[config.mk]
export PLATFORM = sky130hd
export DESIGN_NAME = spi_slave_regs
export DESIGN_NICKNAME = d
export VERILOG_FILES = /design/src/rtl/spi_slave_regs.sv
export SDC_FILE = /design/constraint.sdc
export NUM_CORES = 1
export LEC_CHECK = 0
export ABC_AREA = 1
export CAP_MARGIN = 20
export CORE_ASPECT_RATIO = 1.4
export CORE_MARGIN = 2
export CORE_UTILIZATION = 38
export DETAILED_ROUTE_END_ITERATION = 12
export HOLD_SLACK_MARGIN = 0.06
export SLEW_MARGIN = 10
export SYNTH_ARGS = -nofsm -noshare
export SYNTH_HDL_FRONTEND = slang
export SYNTH_SLANG_ARGS = --single-unit
[constraint.sdc]
create_clock -name clk -period 2.57 [get_ports clk]
set_input_delay 0.514 -clock clk [delete_from_list [all_inputs] [get_ports clk]]
set_output_delay 0.514 -clock clk [all_outputs]
set_load 0.005 [all_outputs]
[src/rtl/spi_slave_regs.sv]
// SPI mode-0 responder exposing an 8-bit register file to an external master.
// A frame is an address byte (bit7 = read) followed by one data byte, MSB first.
// Local logic gets a registered read port and a write port. When a local write
// and an SPI commit hit the same register in the same cycle, the SPI write wins.
module spi_slave_regs #(
   parameter int REG_NUM     = 16,
   parameter int SYNC_STAGES = 2,
   localparam int AW         = $clog2(REG_NUM)
) (
   input  logic          clk,
   input  logic          rst_n,
   input  logic          spi_cs,
   input  logic          spi_clk,
   input  logic          spi_mo,
   output logic          spi_mi,
   input  logic [AW-1:0] loc_rd_addr,
   output logic [7:0]    loc_rd_data,
   input  logic          loc_wr_en,
   input  logic [AW-1:0] loc_wr_addr,
   input  logic [7:0]    loc_wr_data,
   output logic          spi_wr_valid,
   output logic [6:0]    spi_wr_addr,
   output logic [7:0]    spi_wr_data,
   output logic          spi_rd_valid,
   output logic          spi_busy
);

   localparam logic [2:0] IDLE  = 3'd0;
   localparam logic [2:0] ADDR  = 3'd1;
   localparam logic [2:0] WDATA = 3'd2;
   localparam logic [2:0] RDATA = 3'd3;
   localparam logic [2:0] DONE  = 3'd4;

   logic [SYNC_STAGES-1:0] cs_sync_q, sck_sync_q, mo_sync_q;
   logic [SYNC_STAGES:0]   settle_q;
   logic                   cs_prev_q, sck_prev_q, armed_q;
   logic                   cs_s, sck_s, mo_s;
   logic                   cs_fall, cs_rise, sck_rise;

   logic [2:0] state_q, state_d;
   logic [2:0] bit_cnt_q, bit_cnt_d;
   logic [7:0] rx_q, rx_d;
   logic [7:0] tx_q, tx_d;
   logic [7:0] addr_q, addr_d;
   logic       mi_q, mi_d;
   logic       busy_q, busy_d;
   logic       wr_valid_q, wr_valid_d;
   logic [6:0] wr_addr_q, wr_addr_d;
   logic [7:0] wr_data_q, wr_data_d;
   logic       rd_valid_q, rd_valid_d;

   logic [7:0] regs_q [REG_NUM];
   logic [7:0] shifted;
   logic       spi_we;

   assign cs_s  = cs_sync_q[SYNC_STAGES-1];
   assign sck_s = sck_sync_q[SYNC_STAGES-1];
   assign mo_s  = mo_sync_q[SYNC_STAGES-1];

   // A CS fall only counts once CS has been seen high after reset, so a frame
   // already in progress at reset release is ignored.
   assign cs_fall  = armed_q & cs_prev_q & ~cs_s;
   assign cs_rise  = ~cs_prev_q & cs_s;
   assign sck_rise = sck_s & ~sck_prev_q;
   assign shifted  = {rx_q[6:0], mo_s};

   // Synchronize SPI inputs and keep one cycle of history for edge detection.
   always_ff @(posedge clk or negedge rst_n) begin
      if (!rst_n) begin
         cs_sync_q  <= '1;
         sck_sync_q <= '0;
         mo_sync_q  <= '0;
         settle_q   <= '0;
         cs_prev_q  <= 1'b1;
         sck_prev_q <= 1'b0;
         armed_q    <= 1'b0;
      end else begin
         cs_sync_q  <= {cs_sync_q[SYNC_STAGES-2:0], spi_cs};
         sck_sync_q <= {sck_sync_q[SYNC_STAGES-2:0], spi_clk};
         mo_sync_q  <= {mo_sync_q[SYNC_STAGES-2:0], spi_mo};
         settle_q   <= {settle_q[SYNC_STAGES-1:0], 1'b1};
         cs_prev_q  <= cs_s;
         sck_prev_q <= sck_s;
         armed_q    <= armed_q | (settle_q[SYNC_STAGES] & cs_s);
      end
   end

   // Frame FSM: decode the address, shift data in or out, and commit on the last bit.
   always_comb begin
      state_d    = state_q;
      bit_cnt_d  = bit_cnt_q;
      rx_d       = rx_q;
      tx_d       = tx_q;
      addr_d     = addr_q;
      mi_d       = mi_q;
      busy_d     = busy_q;
      wr_valid_d = 1'b0;
      wr_addr_d  = wr_addr_q;
      wr_data_d  = wr_data_q;
      rd_valid_d = 1'b0;
      spi_we     = 1'b0;
      if (cs_rise) begin
         state_d   = IDLE;
         mi_d      = 1'b0;
         busy_d    = 1'b0;
         bit_cnt_d = 3'd0;
      end else begin
         case (state_q)
            IDLE: begin
               if (cs_fall) begin
                  state_d   = ADDR;
                  bit_cnt_d = 3'd0;
                  busy_d    = 1'b1;
               end
            end
            ADDR: begin
               if (sck_rise) begin
                  rx_d = shifted;
                  if (bit_cnt_q == 3'd7) begin
                     addr_d    = shifted;
                     bit_cnt_d = 3'd0;
                     if (shifted[7]) begin
                        // The read data is captured here, so later local
                        // writes cannot change the bits being shifted out.
                        state_d    = RDATA;
                        tx_d       = (32'(shifted[6:0]) < REG_NUM) ? regs_q[shifted[AW-1:0]] : 8'h00;
                        mi_d       = tx_d[7];
                        rd_valid_d = 1'b1;
                     end else begin
                        state_d = WDATA;
                     end
                  end else begin
                     bit_cnt_d = bit_cnt_q + 3'd1;
                  end
               end
            end
            WDATA: begin
               if (sck_rise) begin
                  rx_d = shifted;
                  if (bit_cnt_q == 3'd7) begin
                     spi_we     = (32'(addr_q[6:0]) < REG_NUM);
                     wr_valid_d = 1'b1;
                     wr_addr_d  = addr_q[6:0];
                     wr_data_d  = shifted;
                     state_d    = DONE;
                     bit_cnt_d  = 3'd0;
                  end else begin
                     bit_cnt_d = bit_cnt_q + 3'd1;
                  end
               end
            end
            RDATA: begin
               if (sck_rise) begin
                  tx_d = {tx_q[6:0], 1'b0};
                  mi_d = tx_q[6];
                  if (bit_cnt_q == 3'd6) begin
                     state_d   = DONE;
                     bit_cnt_d = 3'd0;
                  end else begin
                     bit_cnt_d = bit_cnt_q + 3'd1;
                  end
               end
            end
            DONE: begin
               state_d = DONE;
            end
            default: begin
               state_d = IDLE;
            end
         endcase
      end
   end

   // FSM and output state registers.
   always_ff @(posedge clk or negedge rst_n) begin
      if (!rst_n) begin
         state_q    <= IDLE;
         bit_cnt_q  <= 3'd0;
         rx_q       <= 8'h00;
         tx_q       <= 8'h00;
         addr_q     <= 8'h00;
         mi_q       <= 1'b0;
         busy_q     <= 1'b0;
         wr_valid_q <= 1'b0;
         wr_addr_q  <= 7'h00;
         wr_data_q  <= 8'h00;
         rd_valid_q <= 1'b0;
      end else begin
         state_q    <= state_d;
         bit_cnt_q  <= bit_cnt_d;
         rx_q       <= rx_d;
         tx_q       <= tx_d;
         addr_q     <= addr_d;
         mi_q       <= mi_d;
         busy_q     <= busy_d;
         wr_valid_q <= wr_valid_d;
         wr_addr_q  <= wr_addr_d;
         wr_data_q  <= wr_data_d;
         rd_valid_q <= rd_valid_d;
      end
   end

   // Register file: SPI commit has priority over a local write to the same entry.
   always_ff @(posedge clk or negedge rst_n) begin
      if (!rst_n) begin
         for (int i = 0; i < REG_NUM; i++) regs_q[i] <= 8'h00;
         loc_rd_data <= 8'h00;
      end else begin
         for (int i = 0; i < REG_NUM; i++) begin
            if (spi_we && (addr_q[AW-1:0] == AW'(i))) begin
               regs_q[i] <= shifted;
            end else if (loc_wr_en && (loc_wr_addr == AW'(i))) begin
               regs_q[i] <= loc_wr_data;
            end
         end
         loc_rd_data <= regs_q[loc_rd_addr];
      end
   end

   assign spi_mi       = mi_q;
   assign spi_busy     = busy_q;
   assign spi_wr_valid = wr_valid_q;
   assign spi_wr_addr  = wr_addr_q;
   assign spi_wr_data  = wr_data_q;
   assign spi_rd_valid = rd_valid_q;

endmodule

* Yosys cells after proc, flatten, opt, wreduce, memory -nomap -nowiden *
Index checks and enable logic that the tools add are counted.

operators by class
  multiplexer cells = 83
  add/subtract/negate cells = 1
  bitwise operators = 12
  order comparisons = 4
  reductions and logical operators = 65
  eq/ne operators = 49

operators by type and width
  cell                                                 number
  2-to-1 mux 8 bit                                     37
  binary-select mux 8 bit (select 4 bit)               2
  equality test 4 bit, second input constant           16
  2-to-1 mux 3 bit                                     14
  nonzero test 2 bit                                   19
  equality test 4 x 3 -> 1 bit, second input constant  8
  logical AND 1 bit                                    32
  2-to-1 mux 7 bit                                     4
  != test 3 bit, second input constant                 8
  2-to-1 mux 1 bit                                     22
  equality test 4 x 2 -> 1 bit, second input constant  4
  case mux 3 bit (5 select lines)                      1
  < comparator 7 x 5 -> 1 bit, second input constant   2
  case mux 7 bit (2 select lines)                      1
  AND reduction 4 bit                                  3
  >= comparator 5 bit, second input constant           2
  NOT 4 -> 5 bit                                       2
  equality test 3 bit, second input constant           3
  case mux 3 bit (3 select lines)                      1
  equality test 4 x 1 -> 1 bit, second input constant  2
  logical NOT 4 bit                                    2
  != test 2 bit, second input constant                 4
  AND reduction 7 bit                                  1
  equality test 3 x 2 -> 1 bit, second input constant  2
  other kinds (15)                                     22

word-level totals
  logic and storage cells = 249
  output and inout port bits = 27
  register bits = 194
  input bits = 22

* Longest topological paths before layout *
Gate-level depths: netlist of the first run.

  depth in word-level cells = 10
  mapped depth = 12
  gate-level depth less buffers = 10

* Worst setup path before layout of the first run *
No wires, ideal clock.

  path kind = register -> register
  start = register bit_cnt_q[0]
  end = register regs_q[55] (netlist bit)
  setup time = 125 ps
  path slack = 793 ps
  arrival time = 1652 ps
  required time = 2445 ps
  stages on the path, launching flop included = 11
  path buffers = 1
  clock period less this slack = 1777 ps
  cells stage by stage = dfrtp_1 -> ha_1 -> ha_1 -> inv_1 -> nor2_4 -> nand4_4 -> nor2_1 -> nand2_2 -> buf_2 -> nand3_1 -> nand3_1

between the ends
  word-level cells in the longest chain between the ends = 7
  elaborated cells between the ends (all ways) = 8
  those cells by class = 1 x eq/ne; 5 x mux; 2 x reduce/logical

ends and longest elaborated chain
  element                                                        RTL line  source
  from (decl)                                                    41        logic [2:0] bit_cnt_q, bit_cnt_d;
  from (signal assigned)                                         190       bit_cnt_q <= bit_cnt_d;
  equality test 3 bit *                                          140       if (bit_cnt_q == 3'd7) begin
  2-to-1 mux 1 bit *                                             140
  2-to-1 mux 1 bit *                                             138       if (sck_rise) begin
  2-to-1 mux 1 bit *                                             108       case (state_q)
  2-to-1 mux 1 bit *                                             102       if (cs_rise) begin
  logical AND 1 bit *                                            210       if (spi_we && (addr_q[AW-1:0] == AW'(i))) begin
  2-to-1 mux 8 bit / nonzero test 2 bit (equally long branches)  -
  to (signal, indexed assignment)                                211       regs_q[i] <= shifted;
  to (signal, indexed assignment)                                213       regs_q[i] <= loc_wr_data;
  to (decl)                                                      52        logic [7:0] regs_q [REG_NUM];

Every way passes the cells marked *; elsewhere a longest branch is shown, timed or not.
A chain may end at the register's enable or synchronous reset.

* Worst setup path after layout of the first run *
  start = register bit_cnt_q[0]
  end = register regs_q[110] (netlist bit)

Same word-level chain as after synthesis.

==> run summary, run 1 <==
Status: finished, final reports clean
Fin Setup TNS: 0 ns
Routed WL: 41,200 µm
Max Cap Viol: 0
Area share of the largest cell type after synthesis: 42.3%
ANT cells: 0
#FFs+latches synth: 194
Critical path's most frequent cell: ha_1
Core area: 0.0293 mm²
Area of the mapped netlist: 0.0113 mm²
First-pass GRT wire length: 62,700 µm
DPL Wire Length: 27,600 µm
Fin crit period: 2.24 ns
Initial antenna violation count: 0
Die extent in y: 208 µm
Input/output buffers: 48
Storage cell area: 0.00486 mm²
R2r startpoint: bit_cnt_q[0]$_DFFE_PN0P_
Worst-Skew Late Latency: 0.47 ns
Largest area contributor in the netlist: dfrtp_1
Hold Fails Final Rpt: 0
Final Instance Area: 0.0130 mm²
Reg2Reg Depth: 10
DR vias: 11,451
Sequential fraction of the synthesis area: 43.0%
Fillers: 3,048
Reg-to-Reg End: regs_q[110]$_DFFE_PN0P_
Cells after synthesis: 1,581
Worst Setup Start Kind: flop
GRT overflow: 0
Initial DRC count: 1,194
Clock Sinks: 194
Achievable Freq: 0.447 GHz
CP peak stage delay: 0.42 ns
Total GRT Usage: 26.8%
Net Count, Synth: 1,607
Die area: 0.0311 mm²
Clock skew: 0.0110 ns
Setup crit end kind: flop
Final ANT Viol Nets: 0
Max-slew headroom: 51.4%
Crit path kind: flop to flop
Drt pass-1 iters: 6
Global placement routability congestion: 0.946
Starting density of the core: 38.6%
RSZ-0062 raised after global routing: no
CTS max path bufs: 2
Final setup vio count: 0
Drt drc: 0
Largest net degree at the start of global routing: 62
Max rail drop VDD: 0.000470 V
Final worst-path cycle share: 87.1%
Cells along the critical path: ha_1, ha_1, inv_1, nor2_4, nand4_4, nor2_2, nand2_2, inv_2, nand2_1, nand3_1
Area growth from synthesis to layout: 14.8%
Worst-Margin Slew: 0.724 ns
Setup Buffers After CTS: 0
Hold Crit Class: flop to flop
CP endpoint: regs_q[110]$_DFFE_PN0P_
Hold WS: 0.352 ns
CTS buffer count: 17
Crit path DAT: 2.64 ns
Clock transition at the registers of the reported paths: 0.08 ns
Crit. Startpoint: bit_cnt_q[0]$_DFFE_PN0P_
Hold depth: 0
CTS tree: done
Vias in the first global route: 10,635
R2r setup slk: 0.33 ns
Vias/cell: 5.74
Layout cells sized above 1: 8.73%
Post-route insts no fill: 1,995
I/O pins: 49
Die width: 150 µm
Placed cell areas: 0.0124 mm²
CP max FO: 17
Crit-path slowest cell: dfrtp_1
Placed Cells: 1,962
Top cells by area, synth: dfrtp_1 42%, nand3_1 20%, nand2_1 10%
Finished Core Util: 44.3%
Max-slew violations: 0
Htree depth: 4
Critical Path RT: 2.98 ns
Synth Warn #: 0
Root buf cell: clkbuf_16
Lkg Pwr: 0.00596 µW
Mapped Avg Cell Area: 7.15 µm²
Pwr dens: 806 mW/mm²
Synth unique cells: 27
Core Rows: 74
Area occupied by multi-input gates: 0.00543 mm²
Wire length per cell: 20.6 µm
Final Net Count: 1,628
-- logic make-up (layout without fill, tap and decap cells) --
logic type                 count (synthesis)  count (layout)  synth area share, %
and+or+nand+nor                          853             853                 34.5
AOI/OAI and AO/OA                        267             267                 13.1
buffers and inverters                    262             296                 8.96
DFF                                      194             194                 43.0
adders and majority gates                  4               4                0.443
other                                      1               1               0.0332
-- routing by layer --
layer	track usage, %	part of all wire (%)
met2	43.8	48
met4	15.2	6.2
met1	33.1	39
met5	0	0
met3	4.87	6.7
-- how the worst min path moves through the flow --
| stage | from | end | slack [ns] |
|---|---|---|---|
| after detailed placement | settle_q[1]$_DFF_PN0_ | settle_q[2]$_DFF_PN0_ | 0.34 |
| final | settle_q[1]$_DFF_PN0_ | settle_q[2]$_DFF_PN0_ | 0.35 |
| after global routing | settle_q[0]$_DFF_PN0_ | settle_q[1]$_DFF_PN0_ | 0.36 |
| after CTS | settle_q[1]$_DFF_PN0_ | settle_q[2]$_DFF_PN0_ | 0.35 |
| after global placement | settle_q[0]$_DFF_PN0_ | settle_q[1]$_DFF_PN0_ | 0.33 |
| after floorplan | rst_n | addr_q[0]$_DFFE_PN0P_ | 0.22 |
-- flip-flops by register name (all words and copies together), names as in the netlist, 2 cells and up --
name / cells
mo_sync_q: 2
spi_wr_data: 8
tx_q: 7
rx_q: 7
state_q: 3
sck_sync_q: 2
regs_q: 128
spi_wr_addr: 7
loc_rd_data: 8
settle_q: 3
bit_cnt_q: 3
addr_q: 7
cs_sync_q: 2
-- cell usage in the layout (no fill, tap or decap), types with 2 or more instances in the layout --
cell type	netlist	layout
o211ai_1	38	38
clkdlybuf4s50_1	0	45
nor2_2	2	2
inv_1	143	143
bufinv_16	0	2
nor2_1	54	54
inv_2	12	12
clkinv_1	3	3
nor2_4	2	2
ha_1	4	4
o221ai_1	11	11
nand2_1	307	307
inv_8	0	2
clkinv_4	0	2
clkinvlp_4	0	2
buf_12	0	8
nand3_1	457	457
nand2_2	16	16
nor3_1	2	2
dfrtp_1	191	189
nand3_2	2	2
or2_2	9	9
dfstp_2	3	3
clkbuf_16	0	17
inv_6	0	4
buf_4	0	50
o21ai_0	129	129
a21oi_1	87	87
-- final cells by class --
class | instances | share of cell area (%)
Clock buffer | 18 | 3.31
Inverter | 158 | 4.57
Multi-Input combinational cell | 1125 | 41.8
Clock inverter | 14 | 1.32
Tap cell | 380 | 3.66
Timing Repair Buffer | 106 | 7.82
Sequential cell | 194 | 37.5
-- cell usage after synthesis (all sizes together) --
| master | count |
|---|---|
| clkbuf | 75 |
| o221ai | 11 |
| nor2 | 58 |
| a32o | 1 |
| nor3 | 3 |
| ha | 4 |
| inv | 155 |
| a21oi | 87 |
| dfrtp | 191 |
| buf | 29 |
| o21ai | 129 |
| nand4 | 1 |
| o22ai | 1 |
| conb | 1 |
| dfstp | 3 |
| clkinv | 3 |
| o211ai | 38 |
| or2 | 9 |
| nand3 | 459 |
| nand2 | 323 |
-- worst max-delay path: cells and delay by family (launching register included) --
family                     cells  cell delay (ns)
and+or+nand+nor                6             1.01
DFF                            1             0.42
adders and majority gates      2             0.38
buffers and inverters          2             0.35
-- repair_timing --
item / 4_1_cts / 5_1_grt
hold buffers: 1 / 0
gates resized for setup: 0 / 0
endpoints found under the hold margin: 45 / 0
-- through the flow --
step	total power, µW	setup slack, ns
CTS	10400	0.371
global route	11000	0.185
detailed placement	7580	0.302
global placement	7530	0.349
finish	10500	0.332
floorplan	6100	0.793
-- report_power, final --
part / total (µW) / switching (µW) / internal [µW]
clock network: 2820 / 1350 / 1470
registers: 4190 / 533 / 3660
logic: 3450 / 2370 / 1080
(Power assumes the default switching activity.)
==> run 2, diff against run 1 <==
Settings changed: SKIP_CTS_REPAIR_TIMING set to 1.
Clock period 2.57 ns to 2.8 ns, I/O delays scaled along.
==> run 2 against run 1 <==
First-iteration DRC count increased by 8.5%. Critical path type unchanged. Largest cell class unchanged. Non-clock buffer count fell by 1. Critical path depth did not move. Cell count is essentially flat. Highest routed layer unchanged. Utilization fell by 0.17 points. Maximum frequency decreased by 10%. Clock-buffer cell count grew 2. Critical endpoint is now regs_q[7]$_DFFE_PN0P_.
==> run summary, run 2 (synthesis results as in run 1) <==
Status: finished, final reports clean
Largest register by flop count: regs_q
GRT overflow: 0
Die width: 150 µm
Total GRT Usage: 27.2%
Pwr dens: 738 mW/mm²
Setup WS pre-CTS: 0.380 ns
Critical Path RT: 3.19 ns
Crit path DAT: 2.89 ns
Max Cap Viol: 0
Cells along the critical path: ha_1, ha_1, inv_1, nor2_4, nand4_4, nor2_1, nand2_2, inv_1, nand2_1, nand3_1
Layout cells sized above 1: 8.74%
Input/output buffers: 48
Most common cell after layout, fill and taps aside: nand3_1
Most frequent cells in the layout: 457 x nand3_1, 307 x nand2_1, 189 x dfrtp_1
Placed cell areas: 0.0123 mm²
CTS buffer count: 17
Hold Crit Class: flop to flop
Vias/cell: 5.76
Clock transition at the registers of the reported paths: 0.07 ns
Routed WL: 41,400 µm
Initial DRC count: 1,295
DR vias: 11,485
RSZ-0062 raised after global routing: no
Starting density of the core: 38.6%
Die area: 0.0311 mm²
Die extent in y: 208 µm
Htree depth: 4
Root buf cell: clkbuf_16
I/O pins: 49
Fin Setup TNS: 0 ns
Setup ws final: 0.301 ns
Storage cell area: 0.00486 mm²
Worst Setup Start Kind: flop
Setup crit end kind: flop
Max-slew violations: 0
Hold Fails Final Rpt: 0
Wire length per cell: 20.8 µm
CP peak stage delay: 0.42 ns
ANT cells: 0
Clock skew: 0.0110 ns
Largest net degree at the start of global routing: 63
Core area: 0.0293 mm²
Drt drc: 0
Fillers: 3,031
Initial antenna violation count: 0
Largest register FFs: 128
Tot Pwr: 9540 µW
Achievable Freq: 0.400 GHz
DPL Wire Length: 28,200 µm
Clock Sinks: 194
Final Instance Area: 0.0129 mm²
Area growth from synthesis to layout: 14.4%
Final ANT Viol Nets: 0
Hold WS: 0.343 ns
Area occupied by multi-input gates: 0.00543 mm²
CTS tree: done
Final worst-path cycle share: 89.3%
Lkg Pwr: 0.00596 µW
Max-slew headroom: 53.6%
Crit path kind: flop to flop
Drt pass-1 iters: 6
CP max FO: 17
Fin crit period: 2.50 ns
Final setup vio count: 0
Vias in the first global route: 10,867
Global placement routability congestion: 0.946
Final Net Count: 1,627
First-pass GRT wire length: 64,100 µm
Max rail drop VDD: 0.000412 V
Core Rows: 74
Worst-Margin Slew: 0.697 ns
Crit-path slowest cell: nor2_1
Worst-Skew Late Latency: 0.46 ns
CTS max path bufs: 2
[run 2: cell types whose count changed in the layout (fill, tap and decap cells not counted), sizes merged]
cell / previous run / this run
buf: 59 / 58
clkinv: 7 / 10
clkinvlp: 2 / 1
inv: 161 / 157
clkbuf: 19 / 21
[run 2: path summary, 6_finish.rpt]
check	from	endpoint	slack, ns	cells after the start
max in group asynchronous	rst_n	regs_q[7]$_DFFE_PN0P_	1.37	3
min in group asynchronous	rst_n	settle_q[2]$_DFF_PN0_	0.57	2
max reg2reg	bit_cnt_q[0]$_DFFE_PN0P_	regs_q[7]$_DFFE_PN0P_	0.30	10
min	settle_q[0]$_DFF_PN0_	settle_q[1]$_DFF_PN0_	0.34	0
max	bit_cnt_q[0]$_DFFE_PN0P_	regs_q[7]$_DFFE_PN0P_	0.30	10
min reg2reg	settle_q[0]$_DFF_PN0_	settle_q[1]$_DFF_PN0_	0.34	0
[run 2: power breakdown]
part           switching, µW  internal (µW)
Combinational           2130            975
Sequential               540           3360
Clock                   1150           1390
Total                   3820           5720
[run 2: layer usage]
metal,track usage (%),vias up,wire length [µm]
li1,-,5368,-
met1,34.0,5432,16500
met2,42.7,523,19200
met3,4.82,162,2700
met4,18.1,0,2990
met5,0,-,0
[run 2: final cells by class]
type	instances	area share [%]
repair buffers	105	7.50
flip-flops and latches	194	37.6
clock buffers	20	3.61
clock inverters	12	1.01
multi-input cells	1125	42.0
well taps	380	3.68
inverters	158	4.59
[run 2: through the flow]
step,std cells,utilization (%)
CTS,1993,44.1
detailed placement,1961,42.1
global route,1994,44.2
finish,1994,44.2
global placement,1961,42.1
floorplan,1581,-
[run 2: critical path: cells and delay by family (launching register included)]
family	cells	cell delay [ns]
and+or+nand+nor	6	1.25
buffers and inverters	2	0.43
DFF	1	0.40
adders and majority gates	2	0.37
==> run 3, diff against run 2 <==
Settings changed: PLACE_DENSITY set to 0.64.
==> run 3 against run 2 <==
Non-clock buffer count shrank 1. Clock skew shrank 0.0015 ns. Clock-buffer cell count shrank 2. First-iteration DRC count shrank 3.2%.
==> run summary, run 3 (synthesis results as in run 1) <==
Worst Path Buf+Inv: 2
Layout cells sized above 1: 8.74%
CTS max path bufs: 2
Reg-to-Reg End: regs_q[0]$_DFFE_PN0P_
Clock Sinks: 194
R2r setup slk: 0.29 ns
Lkg Pwr: 0.00593 µW
Setup WS pre-CTS: 0.391 ns
Area growth from synthesis to layout: 14.0%
Most frequent cells in the layout: 457 x nand3_1, 307 x nand2_1, 189 x dfrtp_1
Hold Crit Class: input pin to async pin
Starting density of the core: 38.6%
Delay-heaviest family, CP: simple AND/OR/NAND/NOR gates
Max-slew violations: 0
Finished Core Util: 44.0%
Drt pass-1 iters: 6
Instance count on the critical path: 10
Worst Setup Start Kind: flop
Wire length per cell: 20.6 µm
Initial DRC count: 1,253
Max Cap Viol: 0
Fillers: 3,082
CP max FO: 17
Die extent in y: 208 µm
Status: finished, final reports clean
Pwr dens: 733 mW/mm²
Setup crit end kind: flop
DPL Wire Length: 27,900 µm
Crit path DAT: 2.89 ns
Largest register by flop count: regs_q
Core Rows: 74
Final Net Count: 1,626
Fin Setup TNS: 0 ns
CTS buffer count: 17
CTS tree: done
Vias/cell: 5.78
Final ANT Viol Nets: 0
Core area: 0.0293 mm²
Tot Pwr: 9430 µW
Vias in the first global route: 10,813
Clock skew: 0.00947 ns
GRT overflow: 0
CP peak stage delay: 0.41 ns
Global placement routability congestion: 0.957
I/O pins: 49
Final worst-path cycle share: 89.6%
Reg2Reg Depth: 10
RSZ-0062 raised after global routing: no
Max rail drop VDD: 0.000346 V
Crit-path slowest cell: dfrtp_1
Most common cell after layout, fill and taps aside: nand3_1
Input/output buffers: 48
Hold Fails Final Rpt: 0
Max-slew headroom: 47.3%
Worst-Margin Slew: 0.788 ns
Critical Path RT: 3.18 ns
First-pass GRT wire length: 62,800 µm
Drt drc: 0
Largest register FFs: 128
Crit. Startpoint: bit_cnt_q[0]$_DFFE_PN0P_
Root buf cell: clkbuf_16
R2r startpoint: bit_cnt_q[0]$_DFFE_PN0P_
Hold WS: 0.107 ns
Die area: 0.0311 mm²
Cells along the critical path: ha_1, ha_1, inv_1, nor2_4, nand4_4, nor2_1, nand2_2, inv_1, nand2_1, nand3_1
Crit path kind: flop to flop
Largest net degree at the start of global routing: 64
Setup ws final: 0.291 ns
Initial antenna violation count: 1
Routed WL: 41,100 µm
Clock transition at the registers of the reported paths: 0.08 ns
Fin crit period: 2.51 ns
CP endpoint: regs_q[0]$_DFFE_PN0P_
Die width: 150 µm
Htree depth: 4
Final setup vio count: 0
Worst-Skew Late Latency: 0.45 ns
ANT cells: 0
Achievable Freq: 0.399 GHz
DR vias: 11,513
Total GRT Usage: 26.6%
-- run 3: metal layers --
layer	vias to the layer above	wire, µm	GRT usage (%)
met5	-	13	0
met4	2	3090	18.3
met3	169	3020	4.47
met2	524	18900	41.3
met1	5460	16100	33.6
li1	5358	-	-
-- run 3: how the worst min path moves through the flow --
stage	to	cells past startpoint
detailed placement	sck_sync_q[1]$_DFF_PN0_	0
CTS	regs_q[44]$_DFFE_PN0P_	1
global placement	settle_q[1]$_DFF_PN0_	0
finish	regs_q[45]$_DFFE_PN0P_	1
global route	regs_q[33]$_DFFE_PN0P_	1
floorplan	addr_q[0]$_DFFE_PN0P_	0
-- run 3: where the power goes --
part           switching (µW)  internal [µW]  leakage, µW
registers                 474           3360      0.00238
logic                    2200            992      0.00327
clock network            1220           1190     0.000272
total                    3890           5540      0.00593
-- run 3: area by class of cell --
type / instances / area, µm² / share of cell area [%]
Timing Repair Buffer: 104 / 960 / 7.45
Inverter: 158 / 593 / 4.61
Clock buffer: 18 / 439 / 3.41
Sequential cell: 194 / 4860 / 37.8
Multi-Input combinational cell: 1125 / 5430 / 42.2
Clock inverter: 14 / 118 / 0.913
Tap cell: 380 / 475 / 3.69
-- run 3: through the flow --
| step | cells | cell area [µm²] |
|---|---|---|
| after floorplan | 1581 | 11300 |
| after global placement | 1961 | 12300 |
| after detailed placement | 1961 | 12300 |
| after CTS | 1993 | 12900 |
| after global routing | 1993 | 12900 |
| final | 1993 | 12900 |
-- run 3: worst reg2reg max path, cell delays in order (launching register included) --
cell	delay, ns
dfrtp_1	0.41
ha_1	0.17
ha_1	0.20
inv_1	0.11
nor2_4	0.14
nand4_4	0.18
nor2_1	0.41
nand2_2	0.33
inv_1	0.32
nand2_1	0.10
nand3_1	0.10
